[src/rtl/wdt_reset_sequencer_pkg.sv]
// Shared definitions for the watchdog reset sequencer:
// CSR offsets, cause codes, FSM states and the hold-count helper.
package wdt_reset_sequencer_pkg;

    localparam logic [4:0] OFF_CTRL   = 5'd0;
    localparam logic [4:0] OFF_STATUS = 5'd1;
    localparam logic [4:0] OFF_HOLD   = 5'd2;

    typedef enum logic [1:0] {
        CAUSE_NONE = 2'b00,
        CAUSE_WDT  = 2'b01,
        CAUSE_SOFT = 2'b10
    } cause_e;

    typedef enum logic [1:0] {
        ST_IDLE   = 2'd0,
        ST_ASSERT = 2'd1,
        ST_BLANK  = 2'd2
    } state_e;

    // A programmed hold of zero still gives a one-tick reset.
    function automatic logic [7:0] hold_eff(input logic [7:0] h);
        return (h == 8'd0) ? 8'd1 : h;
    endfunction

endpackage

[src/rtl/wdt_reset_sequencer_if.sv]
// CSR bus plus watchdog/board-reset signals of the reset sequencer.
interface wdt_reset_sequencer_if;

    logic [4:0] csr_a;
    logic [7:0] csr_di;
    logic       csr_we;
    logic [7:0] csr_do;
    logic       tick_ce;
    logic       wdt_timeout;
    logic       boot_done;
    logic       board_rst;
    logic       failsafe;

    modport master (
        output csr_a, csr_di, csr_we, tick_ce, wdt_timeout, boot_done,
        input  csr_do, board_rst, failsafe
    );

    modport slave (
        input  csr_a, csr_di, csr_we, tick_ce, wdt_timeout, boot_done,
        output csr_do, board_rst, failsafe
    );

endinterface

[src/rtl/wdt_reset_sequencer_tick_counter.sv]
// Loadable down counter stepping on the slow tick enable.
// Holds at zero; load has priority over a same-clk tick.
module wdt_reset_sequencer_tick_counter #(
    parameter int W = 8
) (
    input  logic         clk,
    input  logic         rst,
    input  logic         load_i,
    input  logic [W-1:0] load_val_i,
    input  logic         tick_i,
    output logic         zero_o
);

    logic [W-1:0] cnt_q, cnt_d;

    always_comb begin
        cnt_d = cnt_q;
        if (load_i) begin
            cnt_d = load_val_i;
        end else if (tick_i && (cnt_q != '0)) begin
            cnt_d = cnt_q - 1'b1;
        end
    end

    always_ff @(posedge clk) begin
        if (rst) begin
            cnt_q <= '0;
        end else begin
            cnt_q <= cnt_d;
        end
    end

    assign zero_o = (cnt_q == '0);

endmodule

[src/rtl/wdt_reset_sequencer.sv]
// Board reset sequencer: stretches watchdog/soft resets, blanks
// re-triggers and latches failsafe boot after repeated wdt resets.
module wdt_reset_sequencer
    import wdt_reset_sequencer_pkg::*;
#(
    parameter logic [4:0] BASE_ADDR   = 5'h4,
    parameter logic [7:0] DFL_HOLD    = 8'h8,
    parameter int         BLANK_TICKS = 4,
    parameter int         MAX_RETRIES = 3
) (
    input logic                  clk,
    input logic                  rst,
    wdt_reset_sequencer_if.slave bus
);

    state_e     state_q, state_d;
    cause_e     cause_q, cause_d;
    logic [1:0] retry_q, retry_d;
    logic       fs_q, fs_d;
    logic [7:0] hold_q, hold_d;

    logic       cnt_load;
    logic [7:0] cnt_val;
    logic       cnt_zero;

    logic wr_ctrl, wr_hold, idle, req_wdt, req_soft, start;

    assign wr_ctrl  = bus.csr_we && (bus.csr_a == BASE_ADDR + OFF_CTRL);
    assign wr_hold  = bus.csr_we && (bus.csr_a == BASE_ADDR + OFF_HOLD);
    assign idle     = (state_q == ST_IDLE);
    assign req_wdt  = idle && bus.wdt_timeout;
    assign req_soft = idle && wr_ctrl && bus.csr_di[0];
    assign start    = req_wdt || req_soft;

    wdt_reset_sequencer_tick_counter #(
        .W (8)
    ) u_cnt (
        .clk        (clk),
        .rst        (rst),
        .load_i     (cnt_load),
        .load_val_i (cnt_val),
        .tick_i     (bus.tick_ce),
        .zero_o     (cnt_zero)
    );

    always_comb begin
        state_d  = state_q;
        cnt_load = 1'b0;
        cnt_val  = hold_eff(hold_q);
        unique case (state_q)
            ST_IDLE: begin
                if (start) begin
                    state_d  = ST_ASSERT;
                    cnt_load = 1'b1;
                end
            end
            ST_ASSERT: begin
                if (cnt_zero) begin
                    state_d  = ST_BLANK;
                    cnt_load = 1'b1;
                    cnt_val  = 8'(BLANK_TICKS);
                end
            end
            ST_BLANK: begin
                if (cnt_zero) state_d = ST_IDLE;
            end
            default: state_d = ST_IDLE;
        endcase
    end

    always_comb begin
        cause_d = cause_q;
        retry_d = retry_q;
        fs_d    = fs_q;
        hold_d  = wr_hold ? bus.csr_di : hold_q;
        if (wr_ctrl && bus.csr_di[1]) cause_d = CAUSE_NONE;
        if (req_wdt) begin
            cause_d = CAUSE_WDT;
        end else if (req_soft) begin
            cause_d = CAUSE_SOFT;
        end
        // Software clear beats a same-clk retry update.
        if (wr_ctrl && bus.csr_di[2]) begin
            retry_d = 2'd0;
            fs_d    = 1'b0;
        end else if (req_wdt) begin
            retry_d = (retry_q == 2'd3) ? retry_q : retry_q + 2'd1;
            if (int'(retry_d) >= MAX_RETRIES) fs_d = 1'b1;
        end else if (idle && bus.boot_done) begin
            retry_d = 2'd0;
        end
    end

    always_ff @(posedge clk) begin
        if (rst) begin
            state_q <= ST_IDLE;
            cause_q <= CAUSE_NONE;
            retry_q <= 2'd0;
            fs_q    <= 1'b0;
            hold_q  <= DFL_HOLD;
        end else begin
            state_q <= state_d;
            cause_q <= cause_d;
            retry_q <= retry_d;
            fs_q    <= fs_d;
            hold_q  <= hold_d;
        end
    end

    always_comb begin
        bus.csr_do = 8'h00;
        unique case (1'b1)
            (bus.csr_a == BASE_ADDR + OFF_STATUS):
                bus.csr_do = {!idle, 2'b00, fs_q, retry_q, cause_q};
            (bus.csr_a == BASE_ADDR + OFF_HOLD):
                bus.csr_do = hold_q;
            default:
                bus.csr_do = 8'h00;
        endcase
    end

    assign bus.board_rst = (state_q == ST_ASSERT);
    assign bus.failsafe  = fs_q;

endmodule

[src/flat_wrapper.sv]
// flat-port wrapper written by rule: the top's interface ports become plain ports
module wdt_reset_sequencer_flat import wdt_reset_sequencer_pkg::*;
#(
    parameter logic [4:0] BASE_ADDR   = 5'h4,
    parameter logic [7:0] DFL_HOLD    = 8'h8,
    parameter int         BLANK_TICKS = 4,
    parameter int         MAX_RETRIES = 3
)
  (clk, rst, bus_csr_a, bus_csr_di, bus_csr_we, bus_tick_ce, bus_wdt_timeout, bus_boot_done, bus_csr_do, bus_board_rst, bus_failsafe);
  wdt_reset_sequencer_if bus_i ();
  input logic clk;
  input logic rst;
  input wire logic [$bits(bus_i.csr_a)-1:0] bus_csr_a;
  input wire logic [$bits(bus_i.csr_di)-1:0] bus_csr_di;
  input wire logic [$bits(bus_i.csr_we)-1:0] bus_csr_we;
  input wire logic [$bits(bus_i.tick_ce)-1:0] bus_tick_ce;
  input wire logic [$bits(bus_i.wdt_timeout)-1:0] bus_wdt_timeout;
  input wire logic [$bits(bus_i.boot_done)-1:0] bus_boot_done;
  output wire logic [$bits(bus_i.csr_do)-1:0] bus_csr_do;
  output wire logic [$bits(bus_i.board_rst)-1:0] bus_board_rst;
  output wire logic [$bits(bus_i.failsafe)-1:0] bus_failsafe;
  assign bus_i.csr_a = bus_csr_a;
  assign bus_i.csr_di = bus_csr_di;
  assign bus_i.csr_we = bus_csr_we;
  assign bus_i.tick_ce = bus_tick_ce;
  assign bus_i.wdt_timeout = bus_wdt_timeout;
  assign bus_i.boot_done = bus_boot_done;
  assign bus_csr_do = bus_i.csr_do;
  assign bus_board_rst = bus_i.board_rst;
  assign bus_failsafe = bus_i.failsafe;
  wdt_reset_sequencer #(.BASE_ADDR(BASE_ADDR), .DFL_HOLD(DFL_HOLD), .BLANK_TICKS(BLANK_TICKS), .MAX_RETRIES(MAX_RETRIES)) u_core (.clk(clk), .rst(rst), .bus(bus_i));
endmodule
[config.mk]
export PLATFORM = sky130hd
export DESIGN_NAME = wdt_reset_sequencer_flat
export DESIGN_NICKNAME = d
export VERILOG_FILES = /design/src/rtl/wdt_reset_sequencer_pkg.sv /design/src/rtl/wdt_reset_sequencer_if.sv /design/src/rtl/wdt_reset_sequencer_tick_counter.sv /design/src/rtl/wdt_reset_sequencer.sv /design/src/flat_wrapper.sv
export SDC_FILE = /design/constraint.sdc
export NUM_CORES = 1
export LEC_CHECK = 0
export BUFFER_PORTS_ARGS = -buffer_cell sky130_fd_sc_hd__buf_2
export CORE_ASPECT_RATIO = 1.4
export CORE_MARGIN = 3
export CORE_UTILIZATION = 35
export DETAILED_ROUTE_END_ITERATION = 10
export GPL_TIMING_DRIVEN = 0
export PLACE_DENSITY_LB_ADDON = 0.2
export SLEW_MARGIN = 10
export SYNTH_ARGS = -nofsm -noshare
export SYNTH_HDL_FRONTEND = slang
export SYNTH_SLANG_ARGS = --single-unit
[constraint.sdc]
create_clock -name clk -period 1.69 [get_ports clk]
set_input_delay 0.169 -clock clk [delete_from_list [all_inputs] [get_ports clk]]
set_output_delay 0.169 -clock clk [all_outputs]
set_load 0.03 [all_outputs]
Word-level counts from Yosys, hierarchy flattened
Index checks and enable logic that the tools add are counted.
{ "word_totals": {"reg_bits": 23, "output_inout_bits": 10, "elab_cells": 61} }
{ "op_classes": {"n_addsub": 2, "order_cmp": 1, "eq_ne": 9, "n_mux": 19, "reduce_logical": 23} }
{ "op_table": {"columns": ["cell", "n"], "rows": [
  ["$mux 8", 5],
  ["$logic_not 8->1", 2],
  ["$mux 2", 8],
  ["$pmux 8 s2", 1],
  ["$eq 5x3->1 const B", 3],
  ["$logic_and 1x1->1", 9],
  ["$reduce_bool 8->1", 1],
  ["$sub 8x1->8 const B", 1],
  ["$pmux 2 s3", 1],
  ["$reduce_bool 2->1", 3],
  ["$eq 2x2->1 const B", 2],
  ["$ne 2x1->1 const B", 2],
  ["$reduce_or 2->1", 2],
  ["$mux 1", 3],
  ["$reduce_and 3->1", 1],
  ["$reduce_bool 3->1", 1],
  ["$add 2x1->2 const B", 1],
  ["$eq 2x1->1 const B", 1],
  ["$ge 2x2->1 const B", 1],
  ["$logic_not 2->1", 1],
  ["$ne 2x2->1 const B", 1],
  ["$pmux 1 s2", 1],
  ["$reduce_and 2->1", 1],
  ["$logic_not 1->1", 1],
  ["$logic_or 1x1->1", 1]
]} }

Logic depth before layout (Yosys ltp)
{ "depth": {"word_depth": 8, "depth_mapped": 7} }

Modules after synthesis
From an unflattened synthesis, not the netlist that was laid out.
{ "unflattened": {"hier_cells": 166, "hier_area_um2": 1400.1} }
{ "modules_own_cells": {"columns": ["module", "n_inst", "cells_per_inst", "area_each_um2", "seq_area_each_um2"], "rows": [
  ["wdt_reset_sequencer", 1, 107, 884.6, 300.3],
  ["wdt_reset_sequencer_tick_counter", 1, 59, 515.5, 160.2]
]} }

Worst setup path before layout
OpenSTA, ideal clock, no wires.
{ "synth_path": {"path_kind": "register to register", "from": "register u_core.state_q[0]", "to": "register u_core.u_cnt.cnt_q[7]", "setup_ns": 0.073, "t_arrival_ns": 1.750, "required_ns": 1.617, "setup_slack_ns": -0.133, "path_stages_with_launch": 6, "synth_period_minus_slack_ns": 1.823, "path_cell_list": "dfxtp_1 nor2b_1 nand4_1 a31oi_1 a221oi_1 nor3_2"} }
{ "synth_between": {"elab_cells_between_ends": 11, "cone_classes": "1 x eq/ne; 4 x mux; 6 x reduce/logical"} }
{ "synth_rtl": {"columns": ["element", "line_no", "text"], "rows": [
  ["start, declared", "wdt_reset_sequencer.sv:16", "state_e state_q, state_d;"],
  ["start signal, assigned", "wdt_reset_sequencer.sv:102", "state_q <= state_d;"],
  ["$eq 2x1->1 *", null, null],
  ["named net bus_board_rst", "flat_wrapper.sv:20", "output wire logic [$bits(bus_i.board_rst)-1:0] bus_board_rst;"],
  ["$pmux 1 s2 or $mux 8 (tied branches)", "wdt_reset_sequencer.sv:50", "unique case (state_q)"],
  ["$mux 8 or $reduce_bool 2->1 (tied branches)", null, null],
  ["end signal, assigned", "wdt_reset_sequencer_tick_counter.sv:29", "cnt_q <= cnt_d;"],
  ["end, declared", "wdt_reset_sequencer_tick_counter.sv:14", "logic [W-1:0] cnt_q, cnt_d;"]
]} }
Mark *: on every way through the listed nets, which the timed path passes. The rest lies on a longest branch.
A chain may end at the register's enable or synchronous reset.

Worst setup path in the final report
{ "layout_path": {"from": "input port bus_csr_a[4]", "to": "output port bus_csr_do[1]"} }
{ "layout_between": {"elab_chain_cells": 2, "elab_cells_between_ends": 3, "cone_classes": "2 x eq/ne; 1 x mux"} }
{ "layout_lines": {"columns": ["element", "line_no", "text"], "rows": [
  ["start, declared", "flat_wrapper.sv:13", "input wire logic [$bits(bus_i.csr_a)-1:0] bus_csr_a;"],
  ["$eq 5x3->1, on equally long branches", "wdt_reset_sequencer.sv:115, wdt_reset_sequencer.sv:113", null],
  ["$pmux 8 s2 *", "wdt_reset_sequencer.sv:112", "unique case (1'b1)"],
  ["end, declared", "flat_wrapper.sv:19", "output wire logic [$bits(bus_i.csr_do)-1:0] bus_csr_do;"]
]} }
Mark *: on every way between the ends. The rest lies on a longest branch, timed or not.

==> results.md <==
* Status: finished clean
* YS warnings at 0
* Vias per cell at 5.996
* Gpl congestion at 0.7965
* Sequential-to-total area share from yosys stat at 0.3573
* R2r startpoint: u_core.hold_q[4]
* Initial core utilization at 0.3712
* Fin crit period at approximately 1600 ps
* Worst R2R Setup Slack at 50 ps
* Share of cells above drive strength 1 at 0.3245
* Root Buffer: clkbuf_8
* Leak Pwr at 0.6590 nW
* Layout Cells excl Fill at between 200 and 250
* Placed Cells at 221
* M1 WL at between 1 and 1.5 mm
* Total grt overflow at 0
* Mapped Area at 1289 µm²
* Worst-Skew Late Latency at 260 ps
* Final hold vios at 0
* Area of the multi-input gates at a little under 900 µm²
* Layout Area Growth over Synthesis at 26.60%
* Post-synth EDFFs at 0
* Die footprint at around 4500 µm²
* Vias in the first global route at 1302
* Clk pwr share at 0.163
* CP startpoint: bus_csr_a[4]
* Initial antenna violation count at 0
* Post-route ant nets at 0
* Net Sw Frac at 0.4089
* Ant diodes at 0
* First-pass GRT wire length at 5.927 mm
* Number of I/O port buffers at 27
* Max_cap viols at 0
* Reg power frac at 0.363
* Sequential cell area at 465.4 µm²
* Most common flop cell mapped by yosys: dfxtp_1
* Dpl hpwl at between 2 and 3 mm
* Min-delay src: bus_csr_di[3]
* Comb pwr share at 0.474
* Layout net count at 210
* TritonCTS Buffers at 3
* Cell area power density at 1298 nW/µm²
* Clock transition at path regs at 90 ps
* Via total after detailed routing at 1367
* Die width at roughly 57 µm
* CP Capture Type: output port
* Met2 WL at 1.899 mm
* Max layer used: met4
* Row cnt at 25
* WL final at approximately 3.7 mm
* TritonCTS Sinks at 23
* Mapped Cells at about 150
* Avg Inst Size Synth at 8.368 µm²
* TritonCTS clock tree: built
* Largest net degree at the start of global routing at 14
* Post-synth top area share at 0.3573
* DRT Pass-1 Iters at 4
* Final period util at 0.9763
* Min Hold Slack at 136.8 ps
* Worst-margin pin slew at roughly 600 ps
* WS Path Type: in -> out
* Core Region at 3472 µm²
* Iter 0 DRT Violations at 24
* Area contributors post-synth: dfxtp_1, a21oi_1, nand2_1, a22o_1, nand3_1
* Yosys cell types at 43
* Residual DRC count at 0
* Fillers at 361
* Net Switching at 0.0008656 W
* Number of synthesized register bits at 23
* F_max at 0.6061 GHz
* Max IR drop VDD at 0.0006373 V
* Arrival time worst endpoint at 1480 ps
* Count leader, synth: dfxtp_1
* Final Cell Area at 1632 µm²
* WL met3 at 197 µm
* Post-Syn Nets at ~180
* GRT Overall Usage at 0.1696
* Pint at 0.001251 W
* Final Max Slew Viols at 0
* Wire per inst at 16.12 µm
* Hold Crit Class: in -> reg
* Die Y at 77.80 µm
* Final setup fails at 0
* Post-placement cell area at roughly 1500 µm²
* H-tree depth at 1
* Top post-synthesis cells by count: dfxtp_1, nand2_1, a21oi_1, nor2_1, nand3_1
* Asr flop ratio synth at 0
* Clock Skew at 5.807 ps
* Max Root-Sink Buffers at 2
* Critical Path RT at 1520 ps
* Worst Setup Start Kind: input port
* Max-slew headroom at 0.6087
* CP max FO at 10
* # IOs at 29
* Synth area leader: dfxtp_1
==> power groups by stage <==
stage	registers (W)	clock network [W]	logic (W)
CTS	0.000750	0.000354	0.000944
global route	0.000787	0.000376	0.00110
floorplan	0.000732	0	0.000695
detailed placement	0.000757	0	0.000892
finish	0.000769	0.000345	0.00100
global placement	0.000751	0	0.000871
==> per-stage QoR <==
stage	setup TNS (ps)	power [W]	worst slack [ps]	util
finish	0	0.002117	40.02	0.4699
global placement	-1895	0.001622	-179.2	0.4252
CTS	-9.454	0.002048	-9.454	0.4533
global route	-30.33	0.002266	-13.18	0.4699
detailed placement	-2364	0.001649	-217.5	0.4252
floorplan	0	0.001427	91.94	-
==> final cells by class <==
cell class	count	share of cell area
sequential	23	0.2853
timing repair buffer	30	0.09663
clock buffer	3	0.02531
buffer	6	0.01764
inverter	5	0.01150
multi-input combinational	120	0.5299
tap	40	0.03067
clock inverter	1	0.003067
==> timing repair <==
action                                  4_1_cts  5_1_grt
hold buffers                                  0        0
gates resized for setup                       8       12
endpoints found under the setup margin       15       14
gates cloned                                  0        0
pin swaps                                     3        2
setup buffers                                 2        1
endpoints found under the hold margin         0        0
==> sequential cells by signal (all words and copies together), names as in the netlist <==
| signal | cells |
|---|---|
| u_core.u_cnt.cnt_q | 8 |
| u_core.hold_q | 8 |
| u_core.bus.failsafe | 1 |
| u_core.cause_q | 2 |
| u_core.retry_q | 2 |
| u_core.state_q | 2 |
==> worst max-delay path: stages <==
cell and delay, ps:
buf_2 110, or3b_4 420, nor3b_4 220, buf_4 200, a22o_1 150, buf_2 200
==> cells by family after synthesis <==
group | synth area share
adders and majority gates | 0.01941
DFF | 0.3573
muxes | 0.01553
xor gates and xnor gates | 0.01359
AOI/OAI and AO/OA | 0.2592
buffers and inverters | 0.03495
and+or+nand+nor | 0.3000
==> cells in the final DEF, fill, tap and decap left out, types with 2 or more instances in the layout <==
cell type and n:
nand4b_1 2, clkbuf_1 3, nand2_1 17, a31oi_1 3
a22o_1 6, and2_1 3, a22oi_1 3, dfxtp_1 19
nor2_2 2, a21o_1 2, a21oi_1 13, clkbuf_8 3
buf_2 29, a211oi_1 4, o21ai_0 4, nand3_1 10
nor3b_1 2, nand4_1 3, inv_1 5, dfxtp_2 4
nor3_1 4, nor2_1 8, buf_4 4, nand3b_1 2
ha_1 2, mux2i_1 2, nor3b_4 3
==> routing by layer <==
| metal | track usage | vias to the layer above |
|---|---|---|
| met5 | 0 | - |
| met4 | 0.09745 | 0 |
| met3 | 0.02829 | 8 |
| met2 | 0.2826 | 52 |
| met1 | 0.2006 | 659 |
| li1 | - | 648 |
==> final timing paths <==
path	end	cells past startpoint
setup / recovery	bus_csr_do[1]	6
hold / removal	u_core.hold_q[3]	3
setup reg to reg	u_core.u_cnt.cnt_q[0]	4
hold reg to reg	u_core.u_cnt.cnt_q[6]	2
No activity file was read; power rests on OpenSTA's default activity.
